**src/rtl/cache_memory.sv**
```systemverilog
// rtl/cache_memory.sv - direct-mapped, write-back, write-allocate data cache with RAM refill/writeback sequencer
// Optional hit/miss counters are built when CACHE_STATS_EN is defined.
module cache_memory #(
    parameter int TAG_W    = 6,
    parameter int INDEX_W  = 4,
    parameter int OFFSET_W = 4,
    parameter int DATA_W   = 32,
    parameter int ADDR_W   = TAG_W + INDEX_W + OFFSET_W
) (
    input  logic                CLK,
    input  logic                RESET,
    input  logic [ADDR_W-1:0]   CPU_ADDR,
    input  logic                CPU_RD,
    input  logic                CPU_WR,
    input  logic [DATA_W-1:0]   CPU_WDATA,
    input  logic [DATA_W/8-1:0] CPU_BVAL,
    output logic [DATA_W-1:0]   CPU_RDATA,
    output logic                CPU_ACK,
    output logic                RAM_REQ,
    output logic                RAM_RNW,
    output logic [ADDR_W-1:0]   RAM_ADDR,
    output logic [DATA_W-1:0]   RAM_WDATA,
    input  logic [DATA_W-1:0]   RAM_RDATA,
    input  logic                RAM_ACK
`ifdef CACHE_STATS_EN
    ,
    output logic [15:0]         HIT_CNT,
    output logic [15:0]         MISS_CNT
`endif
);
    localparam int LINES  = 1 << INDEX_W;
    localparam int WORD_W = OFFSET_W - 2;
    localparam int WORDS  = 1 << WORD_W;
    localparam int LANES  = DATA_W / 8;
    localparam logic [WORD_W-1:0] LAST_BEAT = '1;

    localparam logic [2:0] IDLE      = 3'd0;
    localparam logic [2:0] LOOKUP    = 3'd1;
    localparam logic [2:0] WRITEBACK = 3'd2;
    localparam logic [2:0] REFILL    = 3'd3;
    localparam logic [2:0] RESP      = 3'd4;

    logic [2:0]         state;
    logic [TAG_W-1:0]   req_tag;
    logic [INDEX_W-1:0] req_index;
    logic [WORD_W-1:0]  req_word;
    logic [DATA_W-1:0]  req_wdata;
    logic [LANES-1:0]   req_bval;
    logic               req_wr;
    logic [WORD_W-1:0]  beat;
    logic [DATA_W-1:0]  rdata_q;
    logic [LINES-1:0]   valid;
    logic [LINES-1:0]   dirty;

    logic [TAG_W-1:0]   tag_mem  [LINES];
    logic [DATA_W-1:0]  data_mem [LINES * WORDS];

    logic [TAG_W-1:0]   victim_tag;
    logic               hit;
    logic               victim_dirty;
    logic               beat_done;
    logic [DATA_W-1:0]  cur_word;
    logic [DATA_W-1:0]  beat_word;
    logic [DATA_W-1:0]  merged_word;
    logic [DATA_W-1:0]  resp_word;
    logic               unused_addr_bits;

    assign unused_addr_bits = ^CPU_ADDR[1:0];

    assign victim_tag   = tag_mem[req_index];
    assign hit          = valid[req_index] && (victim_tag == req_tag);
    assign victim_dirty = valid[req_index] && dirty[req_index];
    assign beat_done    = RAM_REQ && RAM_ACK;
    assign cur_word     = data_mem[{req_index, req_word}];
    assign beat_word    = data_mem[{req_index, beat}];

    always_comb begin
        merged_word = cur_word;
        for (int i = 0; i < LANES; i++) begin
            if (req_bval[i]) begin
                merged_word[8*i +: 8] = req_wdata[8*i +: 8];
            end
        end
    end

    assign resp_word = req_wr ? merged_word : cur_word;

    // Outside RESP the last response word is held in rdata_q.
    assign CPU_ACK   = (state == RESP);
    assign CPU_RDATA = (state == RESP) ? resp_word : rdata_q;
    assign RAM_REQ   = (state == WRITEBACK) || (state == REFILL);
    assign RAM_RNW   = (state != WRITEBACK);
    assign RAM_WDATA = (state == WRITEBACK) ? beat_word : '0;

    always_comb begin
        RAM_ADDR = '0;
        case (state)
            WRITEBACK: RAM_ADDR = {victim_tag, req_index, beat, 2'b00};
            REFILL:    RAM_ADDR = {req_tag, req_index, beat, 2'b00};
            default:   RAM_ADDR = '0;
        endcase
    end

    always_ff @(posedge CLK or negedge RESET) begin
        if (!RESET) begin
            state     <= IDLE;
            req_tag   <= '0;
            req_index <= '0;
            req_word  <= '0;
            req_wdata <= '0;
            req_bval  <= '0;
            req_wr    <= 1'b0;
            beat      <= '0;
            rdata_q   <= '0;
            valid     <= '0;
            dirty     <= '0;
        end else begin
            case (state)
                IDLE: begin
                    if (CPU_RD || CPU_WR) begin
                        req_tag   <= CPU_ADDR[ADDR_W-1 -: TAG_W];
                        req_index <= CPU_ADDR[OFFSET_W +: INDEX_W];
                        req_word  <= CPU_ADDR[2 +: WORD_W];
                        req_wdata <= CPU_WDATA;
                        req_bval  <= CPU_BVAL;
                        req_wr    <= CPU_WR && !CPU_RD;
                        state     <= LOOKUP;
                    end
                end
                LOOKUP: begin
                    beat <= '0;
                    if (hit) begin
                        state <= RESP;
                    end else if (victim_dirty) begin
                        state <= WRITEBACK;
                    end else begin
                        state <= REFILL;
                    end
                end
                WRITEBACK: begin
                    if (beat_done) begin
                        beat <= beat + 1'b1;
                        if (beat == LAST_BEAT) begin
                            dirty[req_index] <= 1'b0;
                            state            <= REFILL;
                        end
                    end
                end
                REFILL: begin
                    // The line only becomes valid once every beat has landed.
                    if (beat_done) begin
                        beat <= beat + 1'b1;
                        if (beat == LAST_BEAT) begin
                            valid[req_index] <= 1'b1;
                            dirty[req_index] <= 1'b0;
                            state            <= RESP;
                        end
                    end
                end
                RESP: begin
                    rdata_q <= resp_word;
                    if (req_wr) begin
                        dirty[req_index] <= 1'b1;
                    end
                    state <= IDLE;
                end
                default: state <= IDLE;
            endcase
        end
    end

    always_ff @(posedge CLK) begin
        if (state == REFILL && beat_done) begin
            data_mem[{req_index, beat}] <= RAM_RDATA;
            if (beat == LAST_BEAT) begin
                tag_mem[req_index] <= req_tag;
            end
        end
        if (state == RESP && req_wr) begin
            data_mem[{req_index, req_word}] <= merged_word;
        end
    end

`ifdef CACHE_STATS_EN
    always_ff @(posedge CLK or negedge RESET) begin
        if (!RESET) begin
            HIT_CNT  <= '0;
            MISS_CNT <= '0;
        end else if (state == LOOKUP) begin
            if (hit) begin
                if (HIT_CNT != 16'hFFFF) HIT_CNT <= HIT_CNT + 16'd1;
            end else begin
                if (MISS_CNT != 16'hFFFF) MISS_CNT <= MISS_CNT + 16'd1;
            end
        end
    end
`endif

endmodule

```
**config.mk**
```make
export PLATFORM = sky130hd
export DESIGN_NAME = cache_memory
export DESIGN_NICKNAME = d
export VERILOG_FILES = /design/src/rtl/cache_memory.sv
export SDC_FILE = /design/constraint.sdc
export NUM_CORES = 2
export LEC_CHECK = 0
export BUFFER_PORTS_ARGS = -buffer_cell sky130_fd_sc_hd__buf_2
export CAP_MARGIN = 20
export CORE_UTILIZATION = 25
export CTS_BUF_LIST = sky130_fd_sc_hd__clkbuf_16
export DETAILED_ROUTE_END_ITERATION = 6
export GPL_TIMING_DRIVEN = 0
export HOLD_SLACK_MARGIN = 0.02
export PLACE_DENSITY = 0.36
export SLEW_MARGIN = 25
export SYNTH_ARGS = -nofsm -noshare
export SYNTH_HDL_FRONTEND = slang
export SYNTH_SLANG_ARGS = --single-unit
```
**constraint.sdc**
```tcl
create_clock -name CLK -period 20.8 [get_ports CLK]
set_input_delay 0 -clock CLK [delete_from_list [all_inputs] [get_ports CLK]]
set_output_delay 0 -clock CLK [all_outputs]
set_load 0.005 [all_outputs]
```
* After elaboration in Yosys (flattened, before gate mapping)
Memories as Yosys holds them, arrays and structs flattened.
Cells that the tools add are included.
** Cells by class
- Add/sub/neg operators :: 1
- $lt $le $gt $ge :: 2
- Equal/unequal tests :: 15
- Mux-type cells :: 38
- Bitwise gates (word level) :: 4
- Reduce and logical (&&, ||, !) cells :: 20
** Operators with widths (number)
- 2-to-1 mux 32 bit :: 4
- 2-to-1 mux 16 bit :: 3
- 2-to-1 mux 8 bit :: 4
- bitwise OR 16 bit :: 2
- case mux 16 bit (2 select lines) :: 1
- OR reduction 32 bit :: 1
- case mux 14 bit (2 select lines) :: 1
- 2-to-1 mux 3 bit :: 6
- AND 16 bit :: 1
- inverter 16 bit :: 1
- 2-to-1 mux 1 bit :: 12
- case mux 3 bit (4 select lines) :: 1
- inequality test 2 x 1 -> 1 bit, second input constant :: 5
- binary-select mux 1 bit (select 4 bit) :: 2
- logical AND 1 bit :: 7
- equality test 3 x 2 -> 1 bit, second input constant :: 2
- equality test 6 bit :: 1
- 2-to-1 mux 6 bit :: 1
- inequality test 2 bit, second input constant :: 3
- < comparator 4 x 5 -> 1 bit, second input constant :: 1
- AND reduction 5 bit :: 1
- demux 1 bit (select 4 bit) :: 1
- >= comparator 4 x 1 -> 1 bit, second input constant :: 1
- case mux 2 bit (2 select lines) :: 1
- 14 further kinds :: 17
** Word-level totals
- Register bits after elaboration :: 118
- RAM bits :: 2144
- Output and inout port bits :: 81
- Word-level logic and storage cells :: 93
- Memories :: 2
** Memories
- data_mem :: words 64, bits a word 32, rd ports 2, clocked after memory_dff 0, wr ports 1, line 56 : logic [DATA_W-1:0] data_mem [LINES * WORDS];
- tag_mem :: words 16, bits a word 6, rd ports 1, clocked after memory_dff 0, wr ports 1, line 55 : logic [TAG_W-1:0] tag_mem [LINES];

* Longest topological paths before layout
- Word-level depth :: 9
- Depth in mapped cells :: 14

* Worst setup path after synthesis
OpenSTA, ideal clock, no wires.
- Path type :: register to register
- Start point :: register req_word[0]
- End point :: memory data_mem[0][2] (data pin)
- Arrival :: 6.079 ns
- Required time :: 19.792 ns
- Path slack :: 13.713 ns
- Stages on the path, launching flop included :: 13
- Period minus slack after synthesis :: 7.087 ns
- Cell sequence :: dfrtp_1 -> buf_4 -> buf_6 -> buf_6 -> buf_4 -> buf_4 -> buf_6 -> mux2i_1 -> o22ai_1 -> nor3_1 -> a21oi_1 -> a211oi_1 -> o311ai_0
** On the way
- Cells in the longest elaborated chain, start to end :: 3
** RTL lines
- start, declared :: line 46 : logic [WORD_W-1:0] req_word;
- start signal, assigned :: line 123 : req_word <= CPU_ADDR[2 +: WORD_W];
- memory (64 x 32 bit)
- 2-to-1 mux 8 bit :: line 80 : if (req_bval[i]) begin
- 2-to-1 mux 32 bit (no line)
- end, declared :: line 56
Every way passes these cells.

* Worst setup path after layout
- Start point :: register beat[1]
- End point :: memory data_mem[26][29], enable pin
** On the way
- Cells in the longest elaborated chain, start to end :: 1
** RTL lines
- start, declared :: line 50 : logic [WORD_W-1:0] beat;
- start signal, assigned :: line 142 : beat <= beat + 1'b1;
- start signal, assigned :: line 152 : beat <= beat + 1'b1;
- 2-to-1 mux 6 bit (no line)
Every way passes these cells.

==> out/metrics.cfg <==
[outcome]
outcome=finished with violations
violations=DRC

[pwr]
seq_power_share_pct=25.4
p_int_mw=11.3
p_sw_mw=9.77
power.density_nw_per_um2=156
p_leak_nw=43.7
swShare_pct=46.5
clockPowerShare_pct=23.2
power_frac_comb_pct=51.4
peakVddDrop_uv=154

[worst_setup_path]
crit_buf_inv=10
cp_data_required_time_ns=21.44
crit_chain=buf_2, buf_2, buf_2, buf_2, buf_2, inv_1, o31ai_1, nand2_1, nor2_4, buf_16, buf_12, buf_16, buf_16
cp_slowest_cell=dfrtp_1
start_kind=flop
crit_start=beat[1]
worstSetupPathDepth=13
arrival_ns=8.55
crit_path_end_kind=flop
r2r_cells=13
critical-path-top-delay-family=buffers and inverters
crit_fanout=10
crit_top_cell=buf_2
critPathKind=reg -> reg
rr_endpoint=data_mem[26][29]
r2r_setup_slack_ns=12.89
slowest_delay_ns=1.02
r2r_start=beat[1]

[sta]
tns_ns=0
slew_headroom_pct=20.3
whs_ns=0.0676
rsz0062_at_grt=no
setup_viol=0
slew_viol_final=0
fin_crit_sh_pct=38.0
final.setup_skew_ns=0.0517
fmaxAchievable_mhz=126
final_hold_viol_count=0
worst_pin_slew_ns=1.20
fin_crit_ns=7.91

[clock_network]
holdBufCountCts=139
cts_made_buffers=279
clock_sinks=2262
cts_setup_buffers=0
clk_latency_ns=0.95
path_clk_slew_ns=0.06
cts-htree-levels=5
cts_max_path_buffers=4
cts_resized=0
cts_tree=built
clock-root-buffer=clkbuf_16

[floorplanning]
initial_core_util_pct=25.1
die_h_um=644
die_x_um=644
io-pin-count=168
rows=235
coreArea_um2=410000
die_area_um2=414000

[yosys]
synth_area_um2=103000
synthArstFlopShare_pct=5.22
ys_seq_area_share_pct=65.4
post_synth.cell_area_avg_um2=19.9
synth_warnings=0
ys.flop_type=edfxtp_1
ys_types=64
syn_inst=5162
synth_edf_count=2144
ys_ff_latch=2262

[finish]
fin_nets=6346
design_area_um2=135000
fin_util_pct=32.8
fillers=39000
area_growth_pct=30.7
drive_gt1_share_pct=41.9

[global_routing]
grtUsageTotal_pct=33.5
grt_start_max_net_pins=65
overflow=0
grt_pass1_vias=68500
grt_pass1_wl_um=866000
antenna_found_initial=122

[routing]
num_vias=76700
wl_um=711000
drc=2
detail-route-antenna-nets=0
viasPerCell=6.37
drt_iter0_markers=16000
drt-pass1-iter-count=6
wl_per_cell_um=59.0

[place]
io_buffers=163
globalplace.congestion=0.905
dp_hpwl_um=522000
dpl_cell_area_um2=124000

[run]
maxCapViolCount=0

[min_path]
hold_path_class=in -> reg
hold_end=data_mem[4][19]
holdCritStartpoint=RAM_RDATA[19]
min_path_cells=4

-- cell families (layout without fill, tap and decap cells) --
kind of cell,count (synthesis),in the layout,share of synthesized area (%)
flip-flops,2262,2262,65.4
multiplexers,1318,1318,25.9
AO/OA/AOI/OAI,653,653,4.37
AND/OR/NAND/NOR,507,507,2.25
buffers and inverters,413,1723,1.96
XOR/XNOR,7,7,0.0596
adder cells (fa/ha/maj),1,1,0.0122
other,1,124,0.00364
-- cells in the mapped netlist, types with 10 or more instances --
master / instances / share of area (%)
buf_1: 16 / 0.058
dfrtp_1: 118 / 2.9
edfxtp_1: 2144 / 63
o31ai_1: 18 / 0.13
buf_2: 136 / 0.66
nand4_1: 24 / 0.15
a22o_1: 31 / 0.26
a221oi_1: 13 / 0.11
nand2b_1: 12 / 0.073
a21oi_1: 93 / 0.45
nor2b_1: 20 / 0.12
buf_4: 50 / 0.36
nand3_1: 29 / 0.14
nand2_1: 155 / 0.57
o21ai_0: 94 / 0.46
o22ai_1: 43 / 0.26
a22oi_1: 237 / 1.7
o211ai_1: 26 / 0.19
nor2_1: 170 / 0.62
a21o_1: 10 / 0.073
mux2_2: 60 / 0.66
nor4_1: 12 / 0.073
a32oi_1: 20 / 0.17
nor3_1: 31 / 0.15
mux2i_1: 185 / 1.8
a211oi_1: 22 / 0.16
buf_6: 13 / 0.14
mux4_2: 1072 / 23
or2_2: 19 / 0.12
and2_1: 10 / 0.061
a31oi_1: 11 / 0.067
clkbuf_1: 185 / 0.67
-- metal layers --
metal  wire length, µm  track usage (%)  vias up
li1                  -                -    24900
met1            271000             43.4    42700
met2            298000             47.4     7431
met3             88200             11.3     1684
met4             52700             22.2       24
met5               380            0.439        -
-- state kept, by name, indices dropped and copies added (netlist names), named ones only --
name and cells:
req_bval 4, tag_mem 96, req_word 2, req_index 4
valid 16, req_wr 1, rdata_q 32, beat 2
req_wdata 32, req_tag 6, state 3, data_mem 2048
-- power groups by stage --
stage	Clock (mW)	Sequential [mW]	Combinational [mW]
floorplan	0	5.34	4.15
global placement	0	5.47	9.57
detailed placement	0	5.43	10.3
CTS	4.89	5.34	10.3
global route	5.03	5.35	10.5
finish	4.88	5.35	10.8
-- cell type report --
cell class                 count  area (µm²)  area share (%)
sequential                  2262       67300            50.1
multi-input combinational   2488       34600            25.7
timing repair buffer         814       14200            10.6
clock buffer                 291        7280            5.41
tap                         5451        6820            5.07
buffer                       401        2430            1.81
clock inverter               205        1450            1.08
antenna                      122         305           0.227
inverter                      12        46.3          0.0344
-- worst max-delay path by stage --
| stage | end | slack [ns] |
|---|---|---|
| after detailed placement | data_mem[27][29] | 13.40 |
| after floorplan | data_mem[0][2] | 13.71 |
| after global routing | data_mem[26][20] | 13.39 |
| final | data_mem[26][29] | 12.89 |
| after CTS | data_mem[27][29] | 13.37 |
| after global placement | data_mem[10][2] | 4.39 |
-- cell usage in the layout (no fill, tap or decap), types with 30 or more instances in the layout --
cell / instances
edfxtp_1: 2144
mux4_2: 1072
clkbuf_16: 291
buf_16: 288
buf_2: 284
a22oi_1: 237
buf_12: 187
mux2i_1: 183
nand2_1: 152
dlygate4sd3_1: 138
diode_2: 122
dfrtp_1: 116
buf_4: 102
clkbuf_2: 100
nor2_1: 91
a21oi_1: 87
nor2_4: 73
inv_1: 70
o21ai_0: 70
clkinv_1: 65
clkbuf_4: 62
mux2_2: 60
o22ai_1: 43
clkinv_2: 42
a22o_1: 30
-- per-stage QoR --
| step | setup WS [ns] | power (mW) | cells |
|---|---|---|---|
| finish | 12.89 | 21.0 | 12000 |
| global route | 13.39 | 20.9 | 11900 |
| CTS | 13.37 | 20.6 | 11900 |
| global placement | 4.39 | 15.0 | 10800 |
| detailed placement | 13.40 | 15.7 | 11300 |
| floorplan | 13.71 | 9.50 | 5163 |
-- worst register-to-register path, stage by stage, from the launching register on --
cell,delay [ns]
dfrtp_1,1.02
buf_2,0.58
buf_2,0.52
buf_2,0.75
buf_2,0.71
buf_2,0.72
inv_1,0.38
o31ai_1,0.56
nand2_1,0.62
nor2_4,0.86
buf_16,0.25
buf_12,0.23
buf_16,0.20
buf_16,0.19
(Power assumes the default switching activity.)
